`src/rtl/adder_pkg.sv`:
```
// Shared types for the sequential prefix adder library: controller states
// and the generate/propagate pair carried through the prefix levels.
package adder_pkg;

   typedef enum logic [1:0] {
      IDLE   = 2'd0,
      PREFIX = 2'd1,
      DONE   = 2'd2
   } state_e;

   typedef struct packed {
      logic g;
      logic p;
   } gp_t;

   // Combining with this operand leaves the high-side pair unchanged.
   localparam gp_t GP_IDENTITY = '{g: 1'b0, p: 1'b1};

endpackage

```
`src/rtl/gp_merge.sv`:
```
// Kogge-Stone combine cell: merges a high-side G/P pair with the lower
// group it spans over.
module gp_merge
   import adder_pkg::*;
(
   input  logic g_hi,
   input  logic p_hi,
   input  logic g_lo,
   input  logic p_lo,
   output logic g_out,
   output logic p_out
);

   assign g_out = g_hi | (p_hi & g_lo);
   assign p_out = p_hi & p_lo;

endmodule

```
`src/rtl/seq_prefix_adder_ctrl.sv`:
```
// Sequential Kogge-Stone adder: one prefix level per clock over a registered
// G/P array, with valid/ready handshakes on operand and result sides.
module seq_prefix_adder_ctrl
   import adder_pkg::*;
#(
   parameter  int WIDTH  = 16,
   localparam int LEVELS = $clog2(WIDTH)
)
(
   input  logic             clk,
   input  logic             rst_n,
   input  logic             in_valid,
   output logic             in_ready,
   input  logic [WIDTH-1:0] a,
   input  logic [WIDTH-1:0] b,
   input  logic             cin,
   output logic             out_valid,
   input  logic             out_ready,
   output logic [WIDTH-1:0] sum,
   output logic             cout,
   output logic             busy
);

   localparam int LVL_W = (LEVELS > 1) ? $clog2(LEVELS) : 1;
   localparam logic [LVL_W-1:0] LVL_LAST = LVL_W'(LEVELS - 1);

   state_e             state_r;
   state_e             state_s;
   logic [LVL_W-1:0]   lvl_r;
   logic [WIDTH-1:0]   g_r;
   logic [WIDTH-1:0]   p_r;
   logic [WIDTH-1:0]   p0_r;
   logic               cin_r;
   logic [WIDTH-1:0]   sum_r;
   logic               cout_r;
   logic               out_valid_r;
   logic               in_ready_r;
   logic               busy_r;

   logic [WIDTH-1:0]   g_next_s;
   logic [WIDTH-1:0]   p_next_s;
   logic [WIDTH-1:0]   p0_in_s;
   logic               accept_s;
   logic               last_s;

   assign p0_in_s  = a ^ b;
   assign accept_s = in_valid & in_ready_r & (state_r == IDLE);
   assign last_s   = (state_r == PREFIX) && (lvl_r == LVL_LAST);

   // Per-bit span select and combine; bits below the span see the identity pair and hold.
   for (genvar i = 0; i < WIDTH; i++) begin : g_bit
      gp_t cand_s [LEVELS];
      gp_t lo_s;

      for (genvar k = 0; k < LEVELS; k++) begin : g_lvl
         if (i >= (1 << k)) begin : g_span
            assign cand_s[k] = {g_r[i - (1 << k)], p_r[i - (1 << k)]};
         end else begin : g_edge
            assign cand_s[k] = GP_IDENTITY;
         end
      end

      // Select the lo operand for the level currently being applied.
      always_comb begin
         lo_s = GP_IDENTITY;
         for (int k = 0; k < LEVELS; k++) begin
            if (lvl_r == LVL_W'(k)) begin
               lo_s = cand_s[k];
            end else begin
               lo_s = lo_s;
            end
         end
      end

      gp_merge u_merge (
         .g_hi  (g_r[i]),
         .p_hi  (p_r[i]),
         .g_lo  (lo_s.g),
         .p_lo  (lo_s.p),
         .g_out (g_next_s[i]),
         .p_out (p_next_s[i])
      );
   end

   // Next-state logic for the IDLE -> PREFIX -> DONE -> IDLE sequence.
   always_comb begin
      state_s = state_r;
      case (state_r)
         IDLE: begin
            if (accept_s) begin
               state_s = PREFIX;
            end else begin
               state_s = IDLE;
            end
         end
         PREFIX: begin
            if (last_s) begin
               state_s = DONE;
            end else begin
               state_s = PREFIX;
            end
         end
         DONE: begin
            if (out_valid_r & out_ready) begin
               state_s = IDLE;
            end else begin
               state_s = DONE;
            end
         end
         default: begin
            state_s = IDLE;
         end
      endcase
   end

   // State, handshake flags, G/P array and result registers.
   always_ff @(posedge clk or negedge rst_n) begin
      if (!rst_n) begin
         state_r     <= IDLE;
         lvl_r       <= '0;
         g_r         <= '0;
         p_r         <= '0;
         p0_r        <= '0;
         cin_r       <= 1'b0;
         sum_r       <= '0;
         cout_r      <= 1'b0;
         out_valid_r <= 1'b0;
         in_ready_r  <= 1'b0;
         busy_r      <= 1'b0;
      end else begin
         state_r     <= state_s;
         in_ready_r  <= (state_s == IDLE);
         busy_r      <= (state_s != IDLE);
         out_valid_r <= (state_s == DONE);
         case (state_r)
            IDLE: begin
               if (accept_s) begin
                  // Bit 0 absorbs cin so every later carry is just G of the bit below.
                  p0_r   <= p0_in_s;
                  g_r    <= (a & b) | {{(WIDTH-1){1'b0}}, p0_in_s[0] & cin};
                  p_r    <= {p0_in_s[WIDTH-1:1], 1'b0};
                  cin_r  <= cin;
                  lvl_r  <= '0;
               end
            end
            PREFIX: begin
               g_r <= g_next_s;
               p_r <= p_next_s;
               if (last_s) begin
                  sum_r  <= p0_r ^ {g_next_s[WIDTH-2:0], cin_r};
                  cout_r <= g_next_s[WIDTH-1];
                  lvl_r  <= '0;
               end else begin
                  lvl_r  <= lvl_r + LVL_W'(1);
               end
            end
            DONE: begin
               lvl_r <= '0;
            end
            default: begin
               lvl_r <= '0;
            end
         endcase
      end
   end

   assign in_ready  = in_ready_r;
   assign out_valid = out_valid_r;
   assign busy      = busy_r;
   assign sum       = sum_r;
   assign cout      = cout_r;

endmodule
```
`config.mk`:
```
export PLATFORM = sky130hd
export DESIGN_NAME = seq_prefix_adder_ctrl
export DESIGN_NICKNAME = d
export VERILOG_FILES = /design/src/rtl/adder_pkg.sv /design/src/rtl/gp_merge.sv /design/src/rtl/seq_prefix_adder_ctrl.sv
export SDC_FILE = /design/constraint.sdc
export NUM_CORES = 1
export LEC_CHECK = 0
export ABC_AREA = 1
export ABC_CLOCK_PERIOD_IN_PS = 2500
export BUFFER_PORTS_ARGS = -buffer_cell sky130_fd_sc_hd__buf_2
export CAP_MARGIN = 25
export CELL_PAD_IN_SITES_DETAIL_PLACEMENT = 0
export CELL_PAD_IN_SITES_GLOBAL_PLACEMENT = 1
export CORE_ASPECT_RATIO = 1.4
export CORE_MARGIN = 1.5
export CORE_UTILIZATION = 45
export CTS_BUF_LIST = sky130_fd_sc_hd__clkbuf_4 sky130_fd_sc_hd__clkbuf_8
export DETAILED_ROUTE_END_ITERATION = 12
export GPL_TIMING_DRIVEN = 0
export HOLD_SLACK_MARGIN = 0.15
export PLACE_DENSITY = 0.95
export SYNTH_ARGS = -nofsm -noshare
export SYNTH_HDL_FRONTEND = slang
export SYNTH_SLANG_ARGS = --single-unit
```
`constraint.sdc`:
```
create_clock -name clk -period 2.5 [get_ports clk]
set_clock_uncertainty 0.1 [all_clocks]
set_input_delay 0.125 -clock clk [delete_from_list [all_inputs] [get_ports clk]]
set_output_delay 0.125 -clock clk [all_outputs]
set_load 0.02 [all_outputs]
```
# Word-level counts from Yosys, hierarchy flattened
# Cells that the tools add are included.
[op_classes]
multipliers = 0
n_bitwise = 54
n_mux = 71
n_lt_le_gt_ge = 0
div_mod_pow = 0
eq_ne = 7
shifts = 0
n_reduce_logical = 10
n_addsub = 1
[op_table]
columns = ["cell", "n"]
rows = [
  ["$mux W2", 64],
  ["$pmux W16 S2", 2],
  ["$and A1 B1 Y1", 34],
  ["$mux W16", 2],
  ["$xor A16 B16 Y16", 2],
  ["$and A16 B16 Y16", 1],
  ["$or A16 B1 Y16", 1],
  ["$or A1 B1 Y1", 15],
  ["$eq A2 B2 Y1 const B", 4],
  ["$logic_not A2 Y1", 3],
  ["$pmux W2 S3", 1],
  ["$reduce_and A2 Y1", 3],
  ["$eq A2 B1 Y1 const B", 2],
  ["$pmux W2 S2", 1],
  ["$reduce_bool A2 Y1", 2],
  ["$reduce_and A3 Y1", 1],
  ["$add A2 B1 Y2 const B", 1],
  ["$ne A2 B2 Y1 const B", 1],
  ["$logic_and A1 B1 Y1", 1],
  ["$mux W1", 1],
  ["$not A1 Y1", 1],
]
[totals]
elab_cells = 156
n_memories = 0
output_inout_bits = 20
latch_bits = 0
romBits = 0
mem_bits_rw = 0
regBits = 73

# Longest topological paths before layout
[logic_depth]
depth_word = 8
mapped_depth = 11
mapped_depth_nobuf = 11

# Modules after synthesis
# A second synthesis with hierarchy kept.
[unflattened]
cells_unflattened = 648
area_unflattened_um2 = 4554.4
[by_module_without_submodules]
columns = ["mod", "area_per_inst_um2", "instances", "seq_area_each_um2", "cells_each"]
rows = [
  ["seq_prefix_adder_ctrl", 4254.1, 1, 1826.8, 568],
  ["gp_merge", 18.8, 16, 0.0, 5],
]

# Least setup slack after synthesis
# OpenSTA, ideal clock, no wires.
[synth_path]
path_kind = "register to register"
from = "register lvl_r[1]"
to = "register sum_r[6] (netlist: sum[6])"
t_arrival_ps = 1477
setup_ps = 117
path_slack_ps = 806
required_time_ps = 2283
synth_period_minus_slack_ps = 1694
stages_incl_launch_ff = 12
cell_sequence = "dfrtp_1 inv_1 ha_1 buf_2 nor2_1 nand2_1 nand2_1 nand2_1 nand2_1 nand2_1 nand3_1 nand2_1"
[synth_via]
elab_chain_cells = 8
elab_cells_between_ends = 13
[synth_rtl]
columns = ["element", "line", "source"]
rows = [
  ["start: declaration", "seq_prefix_adder_ctrl.sv:29", "logic [LVL_W-1:0] lvl_r;"],
  ["start signal: assignment", "seq_prefix_adder_ctrl.sv:154", "lvl_r <= lvl_r + LVL_W'(1);"],
  ["$logic_not A2 Y1", "seq_prefix_adder_ctrl.sv:67", "if (lvl_r == LVL_W'(k)) begin"],
  ["$mux W2 (4 in series)", "seq_prefix_adder_ctrl.sv:67", ""],
  ["$and A1 B1 Y1", "gp_merge.sv:14", "assign g_out = g_hi | (p_hi & g_lo);"],
  ["$or A1 B1 Y1", "gp_merge.sv:14", ""],
  ["$xor A16 B16 Y16", "seq_prefix_adder_ctrl.sv:150", "sum_r <= p0_r ^ {g_next_s[WIDTH-2:0], cin_r};"],
  ["end signal: assignment", "seq_prefix_adder_ctrl.sv:150", ""],
  ["end: declaration", "seq_prefix_adder_ctrl.sv:34", "logic [WIDTH-1:0] sum_r;"],
]
# Parallel ways exist; a longest one is shown, timed or not.
# A chain may end at the register's enable or synchronous reset.

# Worst setup path after layout
[layout_path]
from = "register state_r[0]"
to = "register g_r[0]"
[layout_via]
elab_chain_cells = 3
elab_cells_between_ends = 5
[layout_rtl]
columns = ["element", "line", "source"]
rows = [
  ["start: declaration", "seq_prefix_adder_ctrl.sv:27", "state_e state_r;"],
  ["start signal: assignment", "seq_prefix_adder_ctrl.sv:131", "state_r <= state_s;"],
  ["$logic_not A2 Y1 or $eq A2 B1 Y1 (tied branches)", "seq_prefix_adder_ctrl.sv:47, seq_prefix_adder_ctrl.sv:135", ""],
  ["$and A1 B1 Y1 or $not A1 Y1 (tied branches)", "n/a", ""],
  ["$reduce_and A3 Y1 (no line) *", "n/a", ""],
  ["end signal: assignment", "seq_prefix_adder_ctrl.sv:140", "g_r <= (a & b) | {{(WIDTH-1){1'b0}}, p0_in_s[0] & cin};"],
  ["end signal: assignment", "seq_prefix_adder_ctrl.sv:147", "g_r <= g_next_s;"],
  ["end: declaration", "seq_prefix_adder_ctrl.sv:30", "logic [WIDTH-1:0] g_r;"],
]
# Mark *: on every way between the ends. The rest lies on a longest branch, timed or not.

==> results.tsv <==
metric	value	unit
status	finished, final reports clean	
Max Root-Sink Buffers	2	
Core Box Area	8980	sq um
placed cells	732	
first-pass GRT wire length	21500	um
Syn Area/Cell	7.32	sq um
synth unique cells	27	
number of routed nets with antenna violations	0	
Routed WL per cell	16.6	um
Port Buffer Count	56	
largest net degree at the start of global routing	54	
Vias	4206	
DP Wirelength	9510	um
DRC Markers	0	
synthesized flop and latch total	72	
Final GP Congestion	0.938	
Num CTS Buffers	9	
final core utilization	59.8	%
WS Path Type	flip-flop to flip-flop	
CTS Hold Bufs	54	
Layout Area Growth over Synthesis	29.0	%
RSZ-0062 raised after global routing	false	
final setup fails	0	
Async S/R FF share, synth	100	%
worst skew pair latency	0.36	ns
synth cell count leaders	242 x nand2_1, 72 x dfrtp_1, 55 x nand3_1	
actual slew at the worst max-slew pin	0.886	ns
setup_tns	0	ns
final instance area	5370	sq um
Detailed Routing Iterations Pass 1	5	
fmax	0.434	GHz
clk root buf	clkbuf_8	
EDFF count, synth	0	
htree depth	3	
Power Density	1230	nW/um^2
layout cells sized above 1	14.1	%
final net count	748	
postcts setup bufs	0	
ANT cells	0	
crit path DAT	2.44	ns
vias per cell	5.24	
Max-cap violations	0	
Initial Utilization	46.3	%
grt total ovfl	0	
Slew Viols, Final	0	
startpoint class of the critical path	flip-flop	
Final period util	92.1	%
cell area after placement	4600	sq um
Synth Flop Type	dfrtp_1	
die height	117	um
main area contributors after synthesis	dfrtp_1 43%, nand2_1 22%, nand3_1 6.6%, ha_1 6.3%, o21ai_0 4.9%	
DRT Wirelength	13300	um
Worst Path Max Fanout	10	
CTS sink count	72	
Worst Path Required	2.64	ns
GRT Overall Usage	29.0	%
Relative slew margins	40.7	%
# rows	41	
CTS tree	built	
endpoint class of the critical path	flip-flop	
synthesized net count	626	
fillcell total	829	
Non-Filler Instances	802	
Mapped Area	4160	sq um
worst min path class	input pin to async pin	
final hold violation count	0	
Seq/Total Area, Yosys	43.3	%
Synth area leader	dfrtp_1	
vias in the first global route	4298	
Die ar.	9840	sq um
maximum vdd drop	538	uV
Post-CTS Resized	0	
Reg2Reg Setup Slack	0.20	ns
Syn. warnings	0	
fin crit period	2.30	ns
IO Pins	57	
P_leak	2.80	nW
Yosys top cell area share	43.3	%
Worst-path clk slew	0.07	ns
initial detailed-routing violation count	186	
cells after synthesis	568	
initial antenna violation count	0	
count leader, synth	nand2_1	
die span in x	84.3	um
## path summary, 6_finish.rpt
kind,cells past startpoint,startpoint,endpoint
min in group clk,2,sum[13]$_DFFE_PN0P_,sum[13]$_DFFE_PN0P_
max,4,state_r[0]$_DFF_PN0_,g_r[0]$_DFFE_PN0P_
max reg2reg,4,state_r[0]$_DFF_PN0_,g_r[0]$_DFFE_PN0P_
min reg2reg,2,sum[13]$_DFFE_PN0P_,sum[13]$_DFFE_PN0P_
max in group asynchronous,3,rst_n,sum[4]$_DFFE_PN0P_
min,3,rst_n,p0_r[15]$_DFFE_PN0N_
## cell type report
cell class              count  area [sq um]  area share [%]
repair buffers            111           851            15.9
flip-flops and latches     72          1800            33.6
clock inverters             2          35.0           0.653
clock buffers              14           186            3.47
plain buffers              20           111            2.08
inverters                  45           169            3.15
well taps                 107           134            2.49
multi-input cells         431          2080            38.7
## placed cells by master, fill, tap and decap left out, types with 4 or more instances in the layout
cell | netlist | routed
dlygate4sd3_1 | 0 | 54
nor2_1 | 26 | 26
buf_2 | 8 | 63
inv_2 | 4 | 4
nand3_1 | 55 | 55
a21oi_1 | 11 | 11
inv_1 | 40 | 40
ha_1 | 21 | 21
clkbuf_8 | 0 | 13
nand2_1 | 242 | 242
dfrtp_1 | 72 | 72
o211ai_1 | 16 | 16
buf_4 | 3 | 4
o21ai_0 | 41 | 41
clkbuf_1 | 6 | 6
## cell families after synthesis
logic type / share of synthesized area (%)
buffers and inverters: 6.74
DFF: 43.3
and+or+nand+nor: 33.2
xor gates and xnor gates: 0.421
AOI/OAI and AO/OA: 10.0
adders and majority gates: 6.32
## through the flow
| step | hold WS [ns] | total power [mW] | setup slack (ns) |
|---|---|---|---|
| 5_1_grt | 0.235 | 7.18 | 0.0257 |
| 3_5_place_dp | -0.0692 | 5.49 | 0.314 |
| 2_1_floorplan | -0.271 | 4.38 | 0.806 |
| 4_1_cts | 0.211 | 6.60 | 0.246 |
| 6_report | 0.197 | 6.62 | 0.198 |
| 3_3_place_gp | 0.245 | 5.43 | 0.293 |
## where the power goes
part	leakage [nW]	internal, mW	switching (mW)	total (mW)
registers	0.916	1.68	0.434	2.12
logic	1.77	1.18	2.31	3.49
clock network	0.116	0.580	0.429	1.01
## worst max-delay path, cell delays in order, from the launching register on
cell,delay (ns)
dfrtp_1,0.45
nor3_4,0.33
clkbuf_1,0.53
o211ai_1,0.16
dlygate4sd3_1,0.60
## metal layers
layer / GRT usage [%] / up-vias / share of wire [%]
met1: 33.0 / 1988 / 40
li1: - / 2082 / -
met4: 15.7 / 0 / 4.0
met5: 0 / - / 0
met2: 53.3 / 107 / 52
met3: 3.04 / 29 / 3.2
## state kept, by name, summed over array words and instances, names as in the netlist
register,count
cout,1
g_r,16
p0_r,16
p_r,15
state_r,2
sum,16
out_valid,1
cin_r,1
in_ready,1
busy,1
lvl_r,2
(Power assumes the default switching activity.)
